[src/rtl/pq_ternary_pkg.sv]
// Shared definitions for the ternary polynomial datapath.
// Contents:
//   TERN_*      2-bit ternary code constants (two's-complement coefficient form)
//   state_t     unpacker FSM state encoding
//   word_count  number of packed words per polynomial
package pq_ternary_pkg;

    localparam logic [1:0] TERN_ZERO = 2'b00;
    localparam logic [1:0] TERN_POS  = 2'b01;
    localparam logic [1:0] TERN_NEG  = 2'b11;
    localparam logic [1:0] TERN_INV  = 2'b10;

    typedef enum logic [1:0] {
        IDLE = 2'd0,
        RUN  = 2'd1,
        DONE = 2'd2
    } state_t;

    // Each word carries word_width/2 two-bit codes.
    function automatic int word_count(input int n_coeff, input int word_width);
        return n_coeff / (word_width / 2);
    endfunction

endpackage

[src/rtl/ternary_coeff_decode.sv]
// Combinational decode of one packed 2-bit ternary code.
// Ports:
//   code_i     packed code from the word buffer
//   coeff_o    coefficient as 2-bit two's complement (0, +1, -1)
//   invalid_o  high for the reserved code; coeff_o is then forced to zero
module ternary_coeff_decode
    import pq_ternary_pkg::*;
(
    input  logic [1:0] code_i,
    output logic [1:0] coeff_o,
    output logic       invalid_o
);

    always_comb begin
        coeff_o   = TERN_ZERO;
        invalid_o = 1'b0;
        case (code_i)
            TERN_ZERO: coeff_o = TERN_ZERO;
            TERN_POS:  coeff_o = TERN_POS;
            TERN_NEG:  coeff_o = TERN_NEG;
            default: begin
                coeff_o   = TERN_ZERO;
                invalid_o = 1'b1;
            end
        endcase
    end

endmodule

[src/rtl/ternary_unpacker.sv]
// Streams a packed ternary polynomial out one coefficient per cycle.
// Words arrive on a valid/ready input; 2-bit codes are unpacked LSB first
// and emitted as two's-complement coefficients on a valid/ready output.
// Ports:
//   clk, rst            clock and synchronous active-high reset
//   start               begin one polynomial (only honoured in IDLE)
//   in_data/valid/ready packed word input
//   out_coeff/valid/ready/last  coefficient output, last on index N_COEFF-1
//   busy                high while unpacking
//   done                one-cycle pulse after the final coefficient is consumed
//   err                 sticky flag for reserved codes, cleared on start
//
// state | meaning
// IDLE  | waiting for start
// RUN   | accepting words and emitting coefficients
// DONE  | one-cycle done pulse, then back to IDLE
module ternary_unpacker
    import pq_ternary_pkg::*;
#(
    parameter int WORD_WIDTH = 32,
    parameter int N_COEFF    = 256
) (
    input  logic                  clk,
    input  logic                  rst,
    input  logic                  start,
    input  logic [WORD_WIDTH-1:0] in_data,
    input  logic                  in_valid,
    output logic                  in_ready,
    output logic [1:0]            out_coeff,
    output logic                  out_valid,
    input  logic                  out_ready,
    output logic                  out_last,
    output logic                  busy,
    output logic                  done,
    output logic                  err
);

    localparam int HALF    = WORD_WIDTH / 2;
    localparam int N_WORDS = word_count(N_COEFF, WORD_WIDTH);
    localparam int IDX_W   = (HALF > 1) ? $clog2(HALF) : 1;
    localparam int CNT_W   = (N_COEFF > 1) ? $clog2(N_COEFF) : 1;
    localparam int WCNT_W  = $clog2(N_WORDS + 1);

    localparam logic [IDX_W-1:0]  IDX_LAST    = IDX_W'(HALF - 1);
    localparam logic [CNT_W-1:0]  CNT_LAST    = CNT_W'(N_COEFF - 1);
    localparam logic [WCNT_W-1:0] WORDS_TOTAL = WCNT_W'(N_WORDS);

    state_t                state_q, state_d;
    logic [WORD_WIDTH-1:0] buf_q, buf_d;
    logic                  buf_valid_q, buf_valid_d;
    logic [IDX_W-1:0]      idx_q, idx_d;
    logic [CNT_W-1:0]      coeff_cnt_q, coeff_cnt_d;
    logic [WCNT_W-1:0]     word_cnt_q, word_cnt_d;
    logic                  err_q, err_d;

    logic [1:0] code_sel;
    logic [1:0] dec_coeff;
    logic       dec_invalid;
    logic       run;
    logic       idx_at_last;
    logic       out_fire;
    logic       in_fire;

    // Select code idx; shifting by 2*idx keeps the select a plain barrel shift.
    assign code_sel = 2'(buf_q >> {idx_q, 1'b0});

    ternary_coeff_decode u_decode (
        .code_i    (code_sel),
        .coeff_o   (dec_coeff),
        .invalid_o (dec_invalid)
    );

    assign run         = (state_q == RUN);
    assign idx_at_last = (idx_q == IDX_LAST);

    assign out_valid = run && buf_valid_q;
    assign out_coeff = out_valid ? dec_coeff : TERN_ZERO;
    assign out_last  = out_valid && (coeff_cnt_q == CNT_LAST);
    assign out_fire  = out_valid && out_ready;

    // Refill is allowed in the same cycle the last code of the word is taken,
    // so a continuous stream sees no bubble between words.
    assign in_ready = run && (word_cnt_q < WORDS_TOTAL) &&
                      (!buf_valid_q || (out_fire && idx_at_last));
    assign in_fire  = in_valid && in_ready;

    assign busy = run;
    assign done = (state_q == DONE);
    assign err  = err_q;

    always_comb begin
        state_d     = state_q;
        buf_d       = buf_q;
        buf_valid_d = buf_valid_q;
        idx_d       = idx_q;
        coeff_cnt_d = coeff_cnt_q;
        word_cnt_d  = word_cnt_q;
        err_d       = err_q;

        case (state_q)
            IDLE: begin
                if (start) begin
                    state_d     = RUN;
                    buf_valid_d = 1'b0;
                    idx_d       = '0;
                    coeff_cnt_d = '0;
                    word_cnt_d  = '0;
                    err_d       = 1'b0;
                end
            end

            RUN: begin
                if (out_fire) begin
                    coeff_cnt_d = coeff_cnt_q + CNT_W'(1);
                    if (dec_invalid) begin
                        err_d = 1'b1;
                    end
                    if (idx_at_last) begin
                        idx_d       = '0;
                        buf_valid_d = 1'b0;
                    end else begin
                        idx_d = idx_q + IDX_W'(1);
                    end
                    if (out_last) begin
                        state_d     = DONE;
                        buf_valid_d = 1'b0;
                    end
                end
                // A refill overrides the clear above.
                if (in_fire) begin
                    buf_d       = in_data;
                    buf_valid_d = 1'b1;
                    idx_d       = '0;
                    word_cnt_d  = word_cnt_q + WCNT_W'(1);
                end
            end

            DONE: begin
                state_d = IDLE;
            end

            default: begin
                state_d = IDLE;
            end
        endcase
    end

    always_ff @(posedge clk) begin
        if (rst) begin
            state_q     <= IDLE;
            buf_q       <= '0;
            buf_valid_q <= 1'b0;
            idx_q       <= '0;
            coeff_cnt_q <= '0;
            word_cnt_q  <= '0;
            err_q       <= 1'b0;
        end else begin
            state_q     <= state_d;
            buf_q       <= buf_d;
            buf_valid_q <= buf_valid_d;
            idx_q       <= idx_d;
            coeff_cnt_q <= coeff_cnt_d;
            word_cnt_q  <= word_cnt_d;
            err_q       <= err_d;
        end
    end

endmodule

[config.mk]
export PLATFORM = sky130hd
export DESIGN_NAME = ternary_unpacker
export DESIGN_NICKNAME = d
export VERILOG_FILES = /design/src/rtl/pq_ternary_pkg.sv /design/src/rtl/ternary_coeff_decode.sv /design/src/rtl/ternary_unpacker.sv
export SDC_FILE = /design/constraint.sdc
export NUM_CORES = 1
export LEC_CHECK = 0
export ABC_AREA = 1
export CAP_MARGIN = 20
export CORE_UTILIZATION = 40
export DETAILED_ROUTE_END_ITERATION = 7
export MAX_ROUTING_LAYER = met4
export PLACE_DENSITY_LB_ADDON = 0.3
export SETUP_SLACK_MARGIN = 0.3
export SYNTH_ARGS = -nofsm -noshare
export SYNTH_HDL_FRONTEND = slang
export SYNTH_HIERARCHICAL = 1
export SYNTH_SLANG_ARGS = --single-unit
export TNS_END_PERCENT = 10
[constraint.sdc]
create_clock -name clk -period 2.4 [get_ports clk]
set_input_delay 0.72 -clock clk [delete_from_list [all_inputs] [get_ports clk]]
set_output_delay 0.72 -clock clk [all_outputs]
set_load 0.02 [all_outputs]
==> results of run 1 <==
## power by group through the flow
stage          registers, W  logic, W  clock network (W)
3_5_place_dp       0.000971  0.000365                  0
2_1_floorplan      0.000964  0.000250                  0
3_3_place_gp       0.000970  0.000358                  0
4_1_cts            0.000954  0.000402           0.000515
6_report           0.000955  0.000417           0.000506
5_1_grt            0.000961  0.000461           0.000560
## state kept, by name (all words and copies together), names as in the netlist
signal / flops
buf_q: 32
idx_q: 4
err: 1
state_q: 2
buf_valid_q: 1
coeff_cnt_q: 8
word_cnt_q: 5
## area by class of cell
class                      instances  area share (%)
clock buffer                       6            2.10
clock inverter                     2           0.398
inverter                          44            4.92
multi-input combinational        235            37.4
sequential                        53            30.9
tap                               77            2.78
timing repair buffer              83            21.5
## how the worst max path moves through the flow
stage / from / endpoint / slack (ns) / cells after the start
final: idx_q[0] / out_coeff[1] / 0.03 / 11
after global routing: idx_q[1] / out_coeff[1] / -0.07 / 11
after CTS: idx_q[0] / out_coeff[1] / 0.05 / 11
after detailed placement: out_ready / in_ready / -0.62 / 5
after global placement: out_ready / in_ready / -0.63 / 5
after floorplan: out_ready / in_ready / 0.25 / 5
## placed cells by master (no fill, tap or decap), drive strengths merged
| master | instances |
|---|---|
| o31ai | 2 |
| nor3 | 3 |
| nand4 | 3 |
| clkbuf | 6 |
| nand3 | 37 |
| nor2 | 27 |
| clkdlybuf4s50 | 38 |
| ha | 3 |
| and2 | 1 |
| dfxtp | 53 |
| dlygate4sd2 | 1 |
| inv | 45 |
| nand2 | 50 |
| clkdlybuf4s15 | 1 |
| o2111ai | 1 |
| xor2 | 4 |
| clkinv | 1 |
| o21ba | 1 |
| o21bai | 2 |
| buf | 43 |
| a21oi | 63 |
| o21ai | 38 |
## critical path: cells and delay by family (launching register included)
| kind | cells | cell delay, ns |
|---|---|---|
| DFF | 1 | 0.38 |
| buffers and inverters | 4 | 0.35 |
| and+or+nand+nor | 5 | 0.39 |
| AOI/OAI and AO/OA | 2 | 0.21 |
## stage by stage
stage	area (um2)	setup slack, ns	utilization [%]
after floorplan	2630	0.251	-
after global placement	3170	-0.627	50.3
after detailed placement	3170	-0.616	50.3
after CTS	3410	0.0530	54.0
after global routing	3460	-0.0728	54.8
final	3460	0.0329	54.8
## routing by layer
layer	share of wire [%]	GRT usage (%)
met5	0	-
met4	1.0	5.69
met3	3.5	2.97
met2	44	29.0
met1	51	26.9
## logic make-up after synthesis
kind of cell    after synthesis  synth area share, %
flops                        53                 40.7
buf+inv                      66                 14.2
fa+ha+maj                     3                 1.44
compound gates              107                 21.4
xor+xnor                      4                 1.34
simple gates                121                 20.9
## repair_timing
action,CTS,global route
buffers inserted,7,2
endpoints found under the setup margin,7,21
pin swaps,16,4
endpoints found under the hold margin,0,0
resized for setup,66,14
gates cloned,1,0
==> results by group, run 1 <==
Hold path
  • HP Start: coeff_cnt_q[7]
  • Hold Path Sink: coeff_cnt_q[7]
  • Worst Hold Depth: 1
  • Worst Hold Class: reg2reg

Clock tree
  • Clock sinks: 53
  • CTS Hold Bufs: 0
  • Clk pin slew, worst setup/hold paths: 0.10 ns
  • TritonCTS clock tree: done
  • Clk Latency, worst-skew pair: 0.31 ns
  • CTS root buf: clkbuf_8
  • H-tree level count: 2
  • Cts bufs inserted: 5
  • Longest Clk Path Bufs: 2

Power and ir drop
  • Clock share of power: 26.9%
  • Maximum VDD drop: 0.280 mV
  • Net Sw Frac: 29.1%
  • Pleak: 1.34 nW
  • Pwr Total: 0.00188 W
  • Logic pwr share: 22.2%
  • Switching power total: 0.000547 W
  • Flop pwr share: 50.8%
  • Internal cell power: 0.00133 W
  • P per Cell Area: 543 nW/um2

Drt
  • Antenna viol nets, final: 0
  • Vias per cell: 4.98
  • Total number of vias: 2,489
  • DRT iter0 DRCs: 102
  • Routed Wire Length: 6.11 mm
  • Drt pass-1 iters: 4
  • Wire per inst: 12.2 um
  • DR DRC count: 0

Synthesis
  • Yosys warns: 6
  • Most used DFF post-synth: dfxtp_1
  • Sequential-to-total area share from yosys stat: 40.7%
  • Netlist cell types: 33
  • Post-synth EDFFs: 0
  • #FFs+latches synth: 53
  • Leading area contributor after synthesis: dfxtp_1
  • Ys async rst share: 0%
  • Synth Cell Area: 2600 um2
  • Count leader, synth: a21oi_1
  • Synth cell count leaders: a21oi_1, dfxtp_1, nand2_1
  • Synth Net Count: 394
  • Avg Inst Size Synth: 7.36 um2
  • Top post-synthesis cells by area: dfxtp_1, a21oi_1, nand2_1
  • Post-Synthesis Cells: 354
  • Top cell type's share of synthesized area: 40.7%

STA
  • Final critical-path share of the clock period: 98.6%
  • RSZ-0062 raised after global routing: true
  • Setup TNS: 0 ns
  • Final setup fails: 0
  • Max Transition Viols Final: 0
  • Max Clock Skew: 0.00486 ns
  • Min Hold Slack: 0.456 ns
  • Hold Vio Cnt, Final: 0
  • Slew @ Worst Pin: 0.439 ns
  • Fin crit period: 2.37 ns
  • Slew headroom: 70.7%
  • Fmax: 0.422 GHz

Setup path
  • CP max stage cell: dfxtp_4
  • Worst reg2reg path endpoint: coeff_cnt_q[4]
  • WP data required: 1.68 ns
  • Cell count of the worst reg-to-reg path: 14
  • Crit-path max FO: 6
  • Critical path class: reg2out
  • WP data arrival: 1.65 ns
  • RR Startpoint: state_q[1]
  • Endpoint class of the critical path: output pin
  • Slowest stage delay, CP: 0.38 ns
  • Reg-to-reg slack, setup: 0.28 ns
  • Critical Path, Cell by Cell: buf_6, a21oi_2, o21ai_1, nand3_1, nand3_1, nand2_2, nand2_1, inv_1, inv_2, nor2_4, buf_6
  • Worst Setup Start Kind: register

Final layout
  • Layout cells sized above 1: 21.7%
  • Area occupied by multi-input gates: 1290 um2
  • ANT cells: 0
  • Non-filler cells, final: 500
  • FF+latch area: 1070 um2
  • Fillers: 608
  • Area grow syn2layout: 32.9%
  • Post-layout nets: 462

Global route
  • First-pass GRT wire length: 9.85 mm
  • Total congestion overflow: 0
  • Vias in the first global route: 2,223
  • GRT Util Overall: 19.4%
  • Initial antenna violation count: 0
  • Largest net degree at the start of global routing: 35

Die
  • Starting Density: 41.3%
  • Die area: 6840 um2
  • Core area: 6310 um2
  • Rows: 29
  • Die Ht: 82.7 um
  • Die X: 82.7 um
  • Ports: 45

Place
  • Final RePlAce weighted congestion: 0.870
  • Placed cells: 482
  • Dpl hpwl: 4.36 mm
  • Count of buffers from port buffering: 44

Run
  • Number of max-cap violations: 0

Outcome
  • Outcome: completed
Power figures use the tool's default switching activity.
==> run 2, diff against run 1 <==
- PLACE_DENSITY: not set -> 0.65
- PLACE_DENSITY_LB_ADDON: 0.3 -> not set
==> results by group, run 2 (synthesis results as in run 1) <==
Drt
  • Antenna viol nets, final: 0 (unchanged)
  • DRT iter0 DRCs: 118 (+16%)
  • Wire per inst: 12.6 um (+3.3%)
  • Routed Wire Length: 6.23 mm (+2.0%)
  • Total number of vias: 2,431 (-2.3%)
  • DR DRC count: 0 (unchanged)
  • Vias per cell: 4.92 (-1.1%)
  • Drt pass-1 iters: 4 (unchanged)

Clock tree
  • Longest Clk Path Bufs: 2 (unchanged)
  • Clk pin slew, worst setup/hold paths: 0.09 ns (about the same)
  • H-tree level count: 2 (unchanged)
  • Clk Latency, worst-skew pair: 0.31 ns (about the same)
  • TritonCTS clock tree: done
  • CTS root buf: clkbuf_8
  • CTS Hold Bufs: 0 (unchanged)
  • Cts bufs inserted: 5 (unchanged)
  • Clock sinks: 53 (unchanged)

STA
  • Fmax: 0.415 GHz (-1.7%)
  • Final setup fails: 1 (+1)
  • Max Transition Viols Final: 0 (unchanged)
  • Max Clock Skew: 0.00685 ns (+0.00199 ns)
  • Fin crit period: 2.41 ns (+0.0415 ns)
  • Min Hold Slack: 0.456 ns (-0.000246 ns)
  • RSZ-0062 raised after global routing: true
  • Slew @ Worst Pin: 0.453 ns (+0.0141 ns)
  • Final critical-path share of the clock period: 100% (+1.7 points)
  • Hold Vio Cnt, Final: 0 (unchanged)
  • Slew headroom: 69.8% (-0.94 points)
  • Final WS setup: -0.00861 ns (-0.0415 ns)

Die
  • Die X: 82.7 um (unchanged)
  • Core area: 6310 um2 (unchanged)
  • Die area: 6840 um2 (unchanged)
  • Starting Density: 41.3% (unchanged)
  • Rows: 29 (unchanged)
  • Ports: 45 (unchanged)
  • Die Ht: 82.7 um (unchanged)

Final layout
  • Max FFs per register: 32 (unchanged)
  • Post-layout nets: 457 (-1.1%)
  • Largest regs: buf_q (32), coeff_cnt_q (8), word_cnt_q (5)
  • ANT cells: 0 (unchanged)
  • Layout cells sized above 1: 21.3% (-0.41 points)
  • Fillers: 625 (+2.8%)
  • Most frequent cells in the layout: a21oi_1, dfxtp_1, nand2_1
  • Area grow syn2layout: 34.7%
  • Top reg by flops: buf_q
  • Finished Core Util: 55.6% (+0.75 points)

Setup path
  • Critical path class: reg2out
  • WP data required: 1.68 ns (about the same)
  • CP max stage cell: dfxtp_4
  • Worst Setup Start Kind: register
  • Slowest stage delay, CP: 0.40 ns (+0.02 ns)
  • Buf/Inv on CP: 4 (unchanged)
  • Crit-path leading delay family: flip-flops
  • Cell mode on critical path: nand3_1
  • Crit-path max FO: 6 (unchanged)
  • Endpoint class of the critical path: output pin
  • Critical Path, Cell by Cell: buf_8, a21oi_2, o21ai_2, nand3_1, nand3_1, nand2_2, nand2_1, inv_1, inv_2, nor2_4, buf_6
  • WP data arrival: 1.69 ns (+0.04 ns)

Place
  • Count of buffers from port buffering: 44 (unchanged)
  • Final RePlAce weighted congestion: 0.859 (-1.3%)
  • Pre-CTS setup slack: -0.610 ns (+0.00634 ns)
  • Dpl hpwl: 4.37 mm (+0.31%)

Hold path
  • Worst Hold Class: reg2reg

Outcome
  • Failing checks: setup timing
  • Outcome: finished, violations left

Power and ir drop
  • Maximum VDD drop: 0.362 mV (+29%)
  • Pleak: 1.37 nW (+2.6%)
  • P per Cell Area: 564 nW/um2 (+3.8%)

Global route
  • GRT Util Overall: 20.6% (+1.2 points)
  • Total congestion overflow: 0 (unchanged)
  • Vias in the first global route: 2,240 (+0.76%)
  • Largest net degree at the start of global routing: 35 (unchanged)
  • First-pass GRT wire length: 10.3 mm (+5.0%)
  • Initial antenna violation count: 0 (unchanged)

Run
  • Number of max-cap violations: 0 (unchanged)
==> run 2: what timing repair did <==
action                                 in CTS  in global routing
cloned                                      2                  0
endpoints found under the hold margin       0                  0
setup endpoints to repair                   7                 22
setup buffers                               3                  0
pin swaps                                  22                  1
gates resized for setup                    65                 27
==> run 2: cell type report <==
type / instances / area (um2) / share of cell area [%]
clock buffers: 5 / 68.8 / 1.96
clock inverters: 2 / 35.0 / 0.999
inverters: 44 / 173 / 4.92
multi-input cells: 235 / 1300 / 37.1
flip-flops and latches: 53 / 1070 / 30.5
well taps: 77 / 96.3 / 2.75
repair buffers: 77 / 763 / 21.8
repair inverters: 1 / 3.75 / 0.107
==> run 2: layer usage <==
metal  track usage (%)  part of all wire [%]  vias up
met2              31.6                    46       41
met1              27.8                    49     1096
met3              3.52                   3.2        8
li1                  -                     -     1286
met5                 -                     0        -
met4              6.03                   1.6        0
==> run 2: metrics by stage <==
| step | power [W] | setup TNS [ns] | instances | instance area (um2) |
|---|---|---|---|---|
| after global placement | 0.00133 | -0.991 | 482 | 3170 |
| final | 0.00198 | -0.00861 | 494 | 3510 |
| after CTS | 0.00197 | 0 | 494 | 3430 |
| after global routing | 0.00208 | -0.304 | 494 | 3510 |
| after floorplan | 0.00121 | 0 | 354 | 2630 |
| after detailed placement | 0.00134 | -1.06 | 482 | 3170 |
==> run 2: power by group <==
group | switching (W) | total [W] | internal [W] | leakage [nW]
clock | 0.000288 | 0.000592 | 0.000304 | 0.0540
combinational | 0.000227 | 0.000431 | 0.000204 | 0.886
sequential | 0.0000294 | 0.000956 | 0.000926 | 0.433
==> run 2: worst paths after layout <==
| kind | start | endpoint | slack, ns | cells past startpoint |
|---|---|---|---|---|
| hold / removal | coeff_cnt_q[7] | coeff_cnt_q[7] | 0.46 | 1 |
| setup / recovery | idx_q[0] | out_coeff[1] | -0.009 | 11 |
| setup reg to reg | idx_q[0] | idx_q[1] | 0.38 | 13 |
| hold reg to reg | coeff_cnt_q[7] | coeff_cnt_q[7] | 0.46 | 1 |
==> run 3, diff against run 2 <==
- CELL_PAD_IN_SITES_DETAIL_PLACEMENT: not set -> 2
- CELL_PAD_IN_SITES_GLOBAL_PLACEMENT: not set -> 2
- CORE_MARGIN: not set -> 2
- CORE_UTILIZATION: 40 -> 30
- PLACE_DENSITY: 0.65 -> 0.82
==> results by group, run 3 (synthesis results as in run 1) <==
Setup path
  • WP data required: 1.68 ns (about the same)
  • Buf/Inv on CP: 5 (+1)
  • Critical Path, Cell by Cell: buf_12, buf_16, o21ai_1, nand3_1, nand3_1, nand2_2, nand2_2, inv_2, inv_2, nor2_4, buf_6
  • Crit-path leading delay family: buffers and inverters
  • Endpoint class of the critical path: output pin
  • Critical path class: reg2out
  • WP data arrival: 1.89 ns (+0.20 ns)
  • Worst Setup Start Kind: register
  • Slowest stage delay, CP: 0.42 ns (+0.02 ns)
  • Crit-path max FO: 5 (-1)
  • CP max stage cell: dfxtp_4

STA
  • Fmax: 0.384 GHz (-7.5%)
  • Fin crit period: 2.61 ns (+0.197 ns)
  • Max Clock Skew: 0.0115 ns (+0.00469 ns)
  • Max Transition Viols Final: 0 (unchanged)
  • Slew @ Worst Pin: 0.436 ns (-0.0170 ns)
  • Min Hold Slack: 0.481 ns (+0.0249 ns)
  • Final WS setup: -0.205 ns (-0.197 ns)
  • Slew headroom: 70.8% (+1.1 points)
  • Final setup fails: 3 (+2)
  • Final critical-path share of the clock period: 109% (+8.2 points)
  • Hold Vio Cnt, Final: 0 (unchanged)
  • RSZ-0062 raised after global routing: true

Die
  • Ports: 45 (unchanged)
  • Rows: 33 (+14%)
  • Die area: 9440 um2 (+38%)
  • Core area: 8300 um2 (+31%)
  • Die Ht: 97.2 um (+18%)
  • Starting Density: 31.4% (-9.9 points)
  • Die X: 97.2 um (+18%)

Final layout
  • Non-filler cells, final: 534 (+8.1%)
  • Post-layout nets: 468 (+2.4%)
  • Layout cells sized above 1: 26.8% (+5.5 points)
  • Area grow syn2layout: 44.1%
  • Final instance area: 3750 um2 (+7.0%)
  • Finished Core Util: 45.2% (-10 points)
  • Largest regs: buf_q (32), coeff_cnt_q (8), word_cnt_q (5)
  • ANT cells: 0 (unchanged)
  • Max FFs per register: 32 (unchanged)
  • Most frequent cells in the layout: a21oi_1, dfxtp_1, nand2_1
  • Top reg by flops: buf_q
  • Commonest non-fill, non-tap cell in the layout: a21oi_1

Place
  • Placed Area: 3230 um2 (+1.8%)
  • Final RePlAce weighted congestion: 0.805 (-6.2%)
  • Placed cells: 513 (+6.4%)
  • Count of buffers from port buffering: 44 (unchanged)
  • Dpl hpwl: 6.25 mm (+43%)

Power and ir drop
  • Maximum VDD drop: 0.217 mV (-40%)
  • Pwr Total: 0.00214 W (+8.1%)
  • Pleak: 1.44 nW (+4.8%)
  • Net Sw Frac: 30.8% (+3.3 points)
  • Logic pwr share: 25.3% (+3.5 points)
  • P per Cell Area: 570 nW/um2 (+1.0%)
  • Switching power total: 0.000658 W (+21%)
  • Flop pwr share: 45.2% (-3.1 points)
  • Clock share of power: 29.4% (-0.5 points)
  • Internal cell power: 0.00148 W (+3.2%)

Clock tree
  • Clk pin slew, worst setup/hold paths: 0.10 ns (about the same)
  • Clock sinks: 53 (unchanged)
  • Clk Latency, worst-skew pair: 0.31 ns (about the same)
  • CTS root buf: clkbuf_8
  • Longest Clk Path Bufs: 2 (unchanged)
  • TritonCTS clock tree: done
  • Cts bufs inserted: 5 (unchanged)
  • H-tree level count: 2 (unchanged)

Outcome
  • Outcome: finished, violations left
  • Failing checks: setup timing

Drt
  • DRT iter0 DRCs: 97 (-18%)
  • Top routing layer in use: met4
  • Antenna viol nets, final: 0 (unchanged)
  • Wl on met1: 5.01 mm (+63%)
  • Met3 Routed Length: 277 um (+37%)
  • Routed wire length on met2: 5.96 mm (+110%)
  • Drt pass-1 iters: 4 (unchanged)
  • Vias per cell: 5.15 (+4.6%)
  • Wire per inst: 21.3 um (+69%)
  • Total number of vias: 2,749 (+13%)
  • DR DRC count: 0 (unchanged)
  • Routed Wire Length: 11.4 mm (+83%)

Global route
  • Vias in the first global route: 2,994 (+34%)
  • Total congestion overflow: 0 (unchanged)
  • Initial antenna violation count: 0 (unchanged)
  • GRT Util Overall: 22.0% (+1.4 points)
  • First-pass GRT wire length: 16.2 mm (+57%)
  • Largest net degree at the start of global routing: 37 (+5.7%)

Hold path
  • Worst Hold Class: reg2reg

Run
  • Number of max-cap violations: 0 (unchanged)
[run 3: changes by cell type in the layout (fill, tap and decap cells not counted), moves of 2 or more]
cell	delta
buf_4	+11
a21oi_4	+5
a21oi_2	-4
dfxtp_2	+4
dfxtp_1	-3
inv_1	-3
nand2_1	-3
nor2_1	-3
nor2_2	+3
dlygate4sd2_1	+2
dlymetal6s2s_1	-2
nand2_2	+2
[run 3: final timing paths]
check	from	end	slack (ns)	depth (start not counted)
max	idx_q[0]	out_coeff[1]	-0.21	11
min	buf_q[7]	buf_q[7]	0.48	2
max reg2reg	idx_q[0]	err	0.23	14
min reg2reg	buf_q[7]	buf_q[7]	0.48	2
[run 3: power by group through the flow]
| stage | clock (W) | sequential [W] | combinational [W] |
|---|---|---|---|
| after floorplan | 0 | 0.000964 | 0.000250 |
| after global placement | 0 | 0.000971 | 0.000379 |
| after detailed placement | 0 | 0.000975 | 0.000397 |
| after CTS | 0.000644 | 0.000962 | 0.000470 |
| after global routing | 0.000682 | 0.000973 | 0.000585 |
| final | 0.000630 | 0.000967 | 0.000542 |
[run 3: worst register-to-register path: stages (launching register included)]
cell     delay [ns]
dfxtp_4        0.42
buf_12         0.15
buf_16         0.14
o21ai_1        0.18
nand3_1        0.14
nand3_1        0.14
nand2_2        0.10
buf_4          0.14
buf_4          0.12
inv_1          0.10
nor2_1         0.05
nor2_1         0.12
nor2_1         0.08
a21oi_1        0.13
nor2_1         0.07
[run 3: routing by layer]
layer  vias up  global-route usage, %
li1       1314                      -
met1      1367                   26.2
met2        56                   39.0
met3        12                   2.81
met4         0                   6.07
met5         -                      -
[run 3: through the flow]
| step | worst slack [ns] | setup TNS [ns] |
|---|---|---|
| final | -0.205 | -0.433 |
| after CTS | -0.0656 | -0.133 |
| after global routing | -0.231 | -0.594 |
| after global placement | -0.640 | -1.09 |
| after detailed placement | -0.665 | -1.26 |
| after floorplan | 0.251 | 0 |
[run 3: repair_timing]
| action | in CTS | in global routing |
|---|---|---|
| buffers inserted | 4 | 6 |
| cloned | 2 | 1 |
| setup endpoints to repair | 8 | 11 |
| pin swaps | 16 | 8 |
| gates resized for setup | 87 | 26 |
| hold buffers | 0 | 0 |
[run 3: area by class of cell]
| class | count | area (um2) |
|---|---|---|
| fillers | 909 | 4550 |
| clock inverters | 2 | 38.8 |
| multi-input cells | 235 | 1390 |
| well taps | 105 | 131 |
| inverters | 44 | 179 |
| clock buffers | 6 | 72.6 |
| repair buffers | 89 | 876 |
| flip-flops and latches | 53 | 1070 |
